<file path="src/rtl/boot_pkg.sv">
// boot_pkg: shared state encoding and active-low SRAM strobe values for the boot loader
package boot_pkg;
  typedef enum logic [2:0] {LOAD, CHECK, RELEASE, RUN, ERROR} boot_state_t;
  localparam int SRAM_DATA_W = 32;
  localparam logic CSB_ON  = 1'b0;
  localparam logic CSB_OFF = 1'b1;
  localparam logic WEB_WR  = 1'b0;
  localparam logic WEB_RD  = 1'b1;
endpackage

</file>
<file path="src/rtl/boot_checksum.sv">
// boot_checksum: mod-2^32 running sum of image words with compare against a trailing sum word
module boot_checksum
  import boot_pkg::*;
(
  input  logic                   clk,
  input  logic                   reset,
  input  logic                   clr,
  input  logic                   add,
  input  logic [SRAM_DATA_W-1:0] data,
  input  logic [SRAM_DATA_W-1:0] cmp_data,
  output logic                   match
);
  logic [SRAM_DATA_W-1:0] sum_q, sum_d;
  always_comb sum_d = add ? (clr ? data : sum_q + data) : sum_q;
  always_ff @(posedge clk or posedge reset)
    if (reset) sum_q <= '0;
    else sum_q <= sum_d;
  assign match = sum_q == cmp_data;
endmodule

</file>
<file path="src/rtl/imem_boot_loader.sv">
// imem_boot_loader: streams a program image into the instruction SRAM, then releases the core
// Optional BOOT_CHECKSUM_EN: consume and verify a trailing checksum word before release.
module imem_boot_loader
  import boot_pkg::*;
#(
  parameter int DEPTH         = 64,
  parameter int ADDR_W        = $clog2(DEPTH),
  parameter int RELEASE_DELAY = 2
) (
  input  logic                   clk,
  input  logic                   reset,
  input  logic                   load_valid,
  input  logic [SRAM_DATA_W-1:0] load_data,
  output logic                   load_ready,
  input  logic [ADDR_W-1:0]      core_addr,
  output logic                   core_reset,
  output logic                   load_done,
  output logic                   load_err,
  output logic                   sram_csb,
  output logic                   sram_web,
  output logic [ADDR_W-1:0]      sram_addr,
  output logic [SRAM_DATA_W-1:0] sram_din
);
  localparam int RC_W = $clog2(RELEASE_DELAY + 1);
  localparam logic [ADDR_W-1:0] LAST = ADDR_W'(DEPTH - 1);
  localparam logic [RC_W-1:0] RC_INIT = RC_W'(RELEASE_DELAY);
  boot_state_t state_q, state_d;
  logic [ADDR_W-1:0] wcnt_q, wcnt_d, addr_q, addr_d;
  logic [RC_W-1:0] rcnt_q, rcnt_d;
  logic [SRAM_DATA_W-1:0] din_q, din_d;
  logic csb_q, csb_d, web_q, web_d, core_reset_q, core_reset_d, done_q, done_d;
  logic accept;
  assign load_ready = state_q == LOAD || state_q == CHECK;
  assign accept = load_valid & load_ready;
`ifdef BOOT_CHECKSUM_EN
  logic err_q, err_d, sum_match;
  boot_checksum u_sum (
    .clk      (clk),
    .reset    (reset),
    .clr      (wcnt_q == '0),
    .add      (state_q == LOAD && accept),
    .data     (load_data),
    .cmp_data (load_data),
    .match    (sum_match)
  );
  assign load_err = err_q;
`else
  assign load_err = 1'b0;
`endif
  always_comb begin
    state_d      = state_q;
    wcnt_d       = wcnt_q;
    rcnt_d       = rcnt_q;
    csb_d        = CSB_OFF;
    web_d        = WEB_RD;
    addr_d       = addr_q;
    din_d        = din_q;
    core_reset_d = core_reset_q;
    done_d       = done_q;
`ifdef BOOT_CHECKSUM_EN
    err_d        = err_q;
`endif
    case (state_q)
      LOAD: if (accept) begin
        csb_d  = CSB_ON;
        web_d  = WEB_WR;
        addr_d = wcnt_q;
        din_d  = load_data;
        wcnt_d = wcnt_q == LAST ? wcnt_q : wcnt_q + 1'b1;
`ifdef BOOT_CHECKSUM_EN
        if (wcnt_q == LAST) state_d = CHECK;
`else
        if (wcnt_q == LAST) begin
          state_d = RELEASE;
          rcnt_d  = RC_INIT;
        end
`endif
      end
`ifdef BOOT_CHECKSUM_EN
      CHECK: if (accept) begin
        state_d = sum_match ? RELEASE : ERROR;
        rcnt_d  = RC_INIT;
        err_d   = !sum_match;
      end
`endif
      RELEASE: if (rcnt_q == '0) begin
        state_d      = RUN;
        core_reset_d = 1'b0;
        done_d       = 1'b1;
        csb_d        = CSB_ON;
      end else rcnt_d = rcnt_q - 1'b1;
      RUN: csb_d = CSB_ON;
      default: state_d = state_q;
    endcase
  end
  always_ff @(posedge clk or posedge reset)
    if (reset) begin
      state_q      <= LOAD;
      wcnt_q       <= '0;
      rcnt_q       <= '0;
      csb_q        <= CSB_OFF;
      web_q        <= WEB_RD;
      addr_q       <= '0;
      din_q        <= '0;
      core_reset_q <= 1'b1;
      done_q       <= 1'b0;
`ifdef BOOT_CHECKSUM_EN
      err_q        <= 1'b0;
`endif
    end else begin
      state_q      <= state_d;
      wcnt_q       <= wcnt_d;
      rcnt_q       <= rcnt_d;
      csb_q        <= csb_d;
      web_q        <= web_d;
      addr_q       <= addr_d;
      din_q        <= din_d;
      core_reset_q <= core_reset_d;
      done_q       <= done_d;
`ifdef BOOT_CHECKSUM_EN
      err_q        <= err_d;
`endif
    end
  // in RUN the core PC drives the SRAM address directly so fetch adds no latency
  assign sram_addr  = state_q == RUN ? core_addr : addr_q;
  assign sram_csb   = csb_q;
  assign sram_web   = web_q;
  assign sram_din   = din_q;
  assign core_reset = core_reset_q;
  assign load_done  = done_q;
endmodule

</file>
<file path="config.mk">
export PLATFORM = sky130hd
export DESIGN_NAME = imem_boot_loader
export DESIGN_NICKNAME = d
export VERILOG_FILES = /design/src/rtl/boot_pkg.sv /design/src/rtl/boot_checksum.sv /design/src/rtl/imem_boot_loader.sv
export SDC_FILE = /design/constraint.sdc
export NUM_CORES = 1
export LEC_CHECK = 0
export CELL_PAD_IN_SITES_DETAIL_PLACEMENT = 0
export CELL_PAD_IN_SITES_GLOBAL_PLACEMENT = 1
export CORE_MARGIN = 8
export CORE_UTILIZATION = 31
export DETAILED_ROUTE_END_ITERATION = 10
export GPL_TIMING_DRIVEN = 1
export PLACE_DENSITY = 0.87
export SYNTH_ARGS = -nofsm -noshare
export SYNTH_HDL_FRONTEND = slang
export SYNTH_SLANG_ARGS = --single-unit
</file>
<file path="constraint.sdc">
create_clock -name clk -period 1.8 [get_ports clk]
set_input_delay 0.18 -clock clk [delete_from_list [all_inputs] [get_ports clk]]
set_output_delay 0.18 -clock clk [all_outputs]
set_load 0.1 [all_outputs]
</file>
==> summary.txt <==
status - finished, final reports clean
first-pass detailed-route iteration total - 4
worst-path fanout max - 7
crit path time final - 1690 ps
Starting DRT DRC Count - 53
clock-pin slew on the worst setup and hold paths - 90 ps
H-Tree Depth - 2
# DRC - 0
Yosys cell types - 33
area grow syn2layout - 49.2%
remaining global-route overflow - 0
Syn Inst Count - 226
critical path launch point type - flip-flop
yosys warns - 0
Inst Count DP - 386
CTS tree - done
worst-path cell chain - nand2_4 -> mux2_2 -> buf_12
setup_tns - 0 ps
Crit-path slowest cell - dfrtp_1
Seq cells post-synth - 52
register area share after synthesis - 0.609
Die Height - 99.2 microns
met1 Usage GRT - 0.126
nets - 356
routed length per placed instance - 13.6 microns
CORE AREA - 6760 sq um
final setup violation count - 0
Filler cells - 673
Post-synth ARST share - 1.00
clock latency on the worst-skew pair - 290 ps
Clock Tree Buf Depth - 2
Final period util - 0.937
DRT antenna net count - 0
met3 Use GR - 0.0440
RSZ-0062 raised after global routing - false
post-DR vias/cell - 4.46
# diodes - 0
Setup Skew - 6.32 ps
Critical Path Max Stage Delay - 490 ps
worst r2r dst - wcnt_q[1]
Initial Util - 0.317
number of global-route vias before repair - 1933
register-to-register setup slack - 230 ps
crit end category - output pin
clock sink count - 52
PortBufs - 83
die area - 9830 sq um
critical path required time - 1620 ps
CP Data Arrival Time - 1510 ps
CP Launch Point - state_q[1]
M2 GR Usage - 0.192
most frequent cells in the layout - 119 x nand2_1, 49 x dfrtp_1, 40 x clkdlybuf4s50_1
f_max - 0.593 GHz
Reg2Reg Depth - 4
I/O pin cnt - 85
max_cap viols - 0
Pins Over Slew Limit - 0
initial antenna violation count - 0
fin cells - 394
GRT Util Overall - 0.111
Clock Tree Root - clkbuf_8
GR peak layer - met2
layout cells sized above 1 - 0.236
largest net degree at the start of global routing - 53
FF-to-FF Start - wcnt_q[0]
num rows - 30
gpl congestion - 0.713
Top FF cell, synth - dfrtp_1
Fin. Hold Viols - 0
Die W - 99.2 microns
kind of critical path - reg -> out
Worst Setup EP - sram_addr[1]
min-delay worst type - in -> async
synthesized area per cell - 9.48 sq um
Post-DP HPWL - 3970 microns
drt total wl - 5350 microns
detailed-route via count - 1757
CTS Buf Count - 5
Post-synth EDFFs - 0
most common cell after layout, fill and taps aside - nand2_1
first-pass GRT wire length - 9000 microns
syn_nets - 269
postcts setup bufs - 0
post-synthesis cell area - 2140 sq um
-- cell families after synthesis --
kind of cell / synth area share
xor+xnor: 0.0123
simple gates: 0.256
flops: 0.609
compound gates: 0.0350
other cells: 0.00175
mux: 0.0420
fa+ha+maj: 0.0117
buf+inv: 0.0327
-- worst min-delay path by stage --
stage / slack, ps / endpoint / depth (start not counted)
final: 240 / sram_din[22] / 3
after global placement: 450 / addr_q[4] / 2
after detailed placement: 460 / addr_q[1] / 2
after floorplan: 290 / sram_din[0] / 2
after CTS: 250 / sram_din[22] / 3
after global routing: 270 / sram_din[22] / 3
-- per-layer routing --
metal / part of all wire / routed length, microns / vias to the layer above
li1: - / - / 874
met1: 0.43 / 2300 / 826
met2: 0.49 / 2610 / 52
met3: 0.077 / 410 / 5
met4: 0.0062 / 33 / 0
met5: 0 / 0 / -
-- worst max-delay path: cells and delay by family, from the launching register on --
| kind | cells | cell delay (ps) |
|---|---|---|
| muxes | 1 | 380 |
| DFF | 1 | 490 |
| and+or+nand+nor | 1 | 160 |
| buffers and inverters | 1 | 170 |
-- timing repair --
item                                    in CTS  in global routing
cloned                                       0                  0
endpoints found under the setup margin       6                  6
hold buffers                                 0                  0
resized for setup                            1                  1
-- cells in the mapped netlist, types with 3 or more instances --
cell / count / area share
nand2_1: 120 / 0.21
dfrtp_1: 49 / 0.57
mux2_2: 8 / 0.042
buf_2: 5 / 0.012
inv_1: 5 / 0.0088
clkbuf_1: 4 / 0.0070
dfstp_2: 3 / 0.037
-- registers in the layout (all words and copies together), names as in the netlist --
register    count
core_reset      1
wcnt_q          6
addr_q          6
sram_web        1
sram_csb        1
load_done       1
state_q         2
rcnt_q          2
sram_din       32
-- final cells by class --
class                      instances  area, sq um  share of cell area
clock inverter                     1         5.00             0.00156
sequential                        52         1310               0.408
clock buffer                       7         76.3              0.0239
multi-input combinational        158          776               0.243
tap                               80          100              0.0313
inverter                           6         22.5             0.00704
timing repair buffer              90          913               0.286
-- per-stage QoR --
step                      hold WS [ps]  setup slack, ps  cell area (sq um)  utilization
final                              237              114               3200        0.473
after global routing               274             33.3               3200        0.473
after CTS                          254             34.5               3190        0.473
after detailed placement           459              101               3110        0.460
after global placement             453              158               3110        0.460
after floorplan                    285              311               2140            -
Power is left out: the tool's default activity adds up to more than one toggle a clock period on the data nets, which glitch-free logic cannot reach.
==> patch: new RTL, config.mk and constraints unchanged <==
Take the reset off `addr_q` and load it in a clocked block of its own.
--- a/src/rtl/imem_boot_loader.sv
+++ b/src/rtl/imem_boot_loader.sv
@@ -100,7 +100,6 @@
       rcnt_q       <= '0;
       csb_q        <= CSB_OFF;
       web_q        <= WEB_RD;
-      addr_q       <= '0;
       din_q        <= '0;
       core_reset_q <= 1'b1;
       done_q       <= 1'b0;
@@ -113,7 +112,6 @@
       rcnt_q       <= rcnt_d;
       csb_q        <= csb_d;
       web_q        <= web_d;
-      addr_q       <= addr_d;
       din_q        <= din_d;
       core_reset_q <= core_reset_d;
       done_q       <= done_d;
@@ -121,6 +119,10 @@
       err_q        <= err_d;
 `endif
     end
+
+  always_ff @(posedge clk) begin
+    addr_q <= addr_d;
+  end
   // in RUN the core PC drives the SRAM address directly so fetch adds no latency
   assign sram_addr  = state_q == RUN ? core_addr : addr_q;
   assign sram_csb   = csb_q;
Check against the original RTL: differs if reset is asserted again (counterexample within 4 cycles, from zero or initial values and one cycle with reset high); with reset held inactive, the same outputs for 10 cycles.
==> patch against the original RTL <==
  * Global-route usage down 1.6 points
  * Die area up 3.1%
  * Routed wire length down 13%
  * Cell area up 3.8%
  * Sequential cell count unchanged
  * Setup slack better by 0.0082 ns
  * Fmax up 0.49%
  * Count of clock-buffer cells in the layout down 2
  * Area after synthesis up 3.7%
  * Critical endpoint is now sram_addr[2]
Power is left out: it rests on default switching activity, and per cell area and clock period it moved more than threefold.
==> patch: results (changes against the original RTL) <==
outcome:
  status: "finished, final reports clean"
final_layout:
  multi_input_area_um2: 793  # +2.3%
  nonClkBufAreaFrac: 0.277  # -0.00883
  area.growth.synth_to_final_pct: 49.2  # about the same
  num-nonclk-buffers: 89  # -1.1%
  diodes: 0  # unchanged
  multi_input_cells: 76  # -52%
  clock_area_frac: 0.0336  # +0.00813
  seq_area_frac: 0.403  # -0.00534
  nClkBuffers: 5  # -2
  nets: 273  # -23%
  n_fill_cell: 630  # -6.4%
global_route:
  first_global_vias: 1543  # -20%
  grt_usage: 0.0956  # -0.0156
  grt_pass1_wl_um: 7800  # -13%
  grt_start_max_net_pins: 30  # -43%
placed_design:
  hpwlAfterDp_um: 3660  # -7.7%
  place_congestion: 0.764  # +7.2%
  place_area_mm2: 0.00320  # +3.0%
floorplanning:
  taps: 99  # +24%
logic_synthesis:
  async_reset_ff_frac: 0.885  # -0.115
  seq_area_frac_synth: 0.600  # -0.00842
  yosysWarnings: 0  # unchanged
  synth-edff-count: 6  # +6
  syn_nets: 181  # -33%
  synthTopCellsByCount: "dfrtp_1 (43), mux2_4 (27), mux2_2 (11), edfxtp_1 (6), nand2_1 (6)"
  synth_area_leaders: "dfrtp_1 (48%), mux2_4 (18%), edfxtp_1 (8.1%)"
worst_setup_path:
  cpMaxStageDelayCell: "dfrtp_2"
  path_max_fanout: 8  # +1
detailed_routing:
  wire_per_inst_um: 14.1  # +3.8%
  drtIter0Drc: 9  # -83%
  vias: 1374  # -22%
sta:
  clock_skew_ns: 0.00501  # -0.00131 ns
patch: cell types whose count changed after synthesis, moves of 2 or more:
cell	before	now
buf_12	0	2
nor2_1	1	3
nand3_1	1	3
mux2_4	0	27
xor2_1	1	3
clkbuf_1	4	0
edfxtp_1	0	6
dfrtp_1	49	43
o21ai_0	1	3
mux2_2	8	11
nand2_1	120	6
buf_2	5	0
patch: worst max-delay path: cells and delay by family (launching register included):
| family | cells | cell delay [ns] |
|---|---|---|
| buffers and inverters | 1 | 0.17 |
| AND/OR/NAND/NOR | 1 | 0.17 |
| flip-flops | 1 | 0.48 |
| multiplexers | 1 | 0.38 |
patch: cell families after synthesis:
kind of cell	count (synthesis)	share of synthesized area
AO/OA/AOI/OAI	11	0.0338
XOR/XNOR	4	0.0158
adder cells (fa/ha/maj)	2	0.0113
buffers and inverters	10	0.0439
flip-flops	52	0.600
multiplexers	40	0.248
other	1	0.00169
AND/OR/NAND/NOR	18	0.0456
patch: per-layer routing:
layer / vias to the layer above / GRT usage / wire length, um
met5: - / 0 / 0
met4: 0 / 0.0349 / 48
met3: 2 / 0.0262 / 242
met2: 40 / 0.165 / 2370
met1: 676 / 0.110 / 1990
li1: 656 / - / -
patch: per-stage QoR:
stage / hold slack (ns) / instances / setup WS (ns)
after floorplan: 0.328 / 138 / 0.185
after global placement: 0.419 / 322 / 0.127
after detailed placement: 0.425 / 322 / 0.0878
after CTS: 0.101 / 330 / 0.0510
after global routing: 0.113 / 330 / 0.0418
final: 0.105 / 330 / 0.122
patch: what timing repair did:
| item | CTS | global route |
|---|---|---|
| setup endpoints to repair | 6 | 5 |
| hold buffers | 0 | 0 |
| buffers inserted | 0 | 0 |
| resized for setup | 1 | 1 |
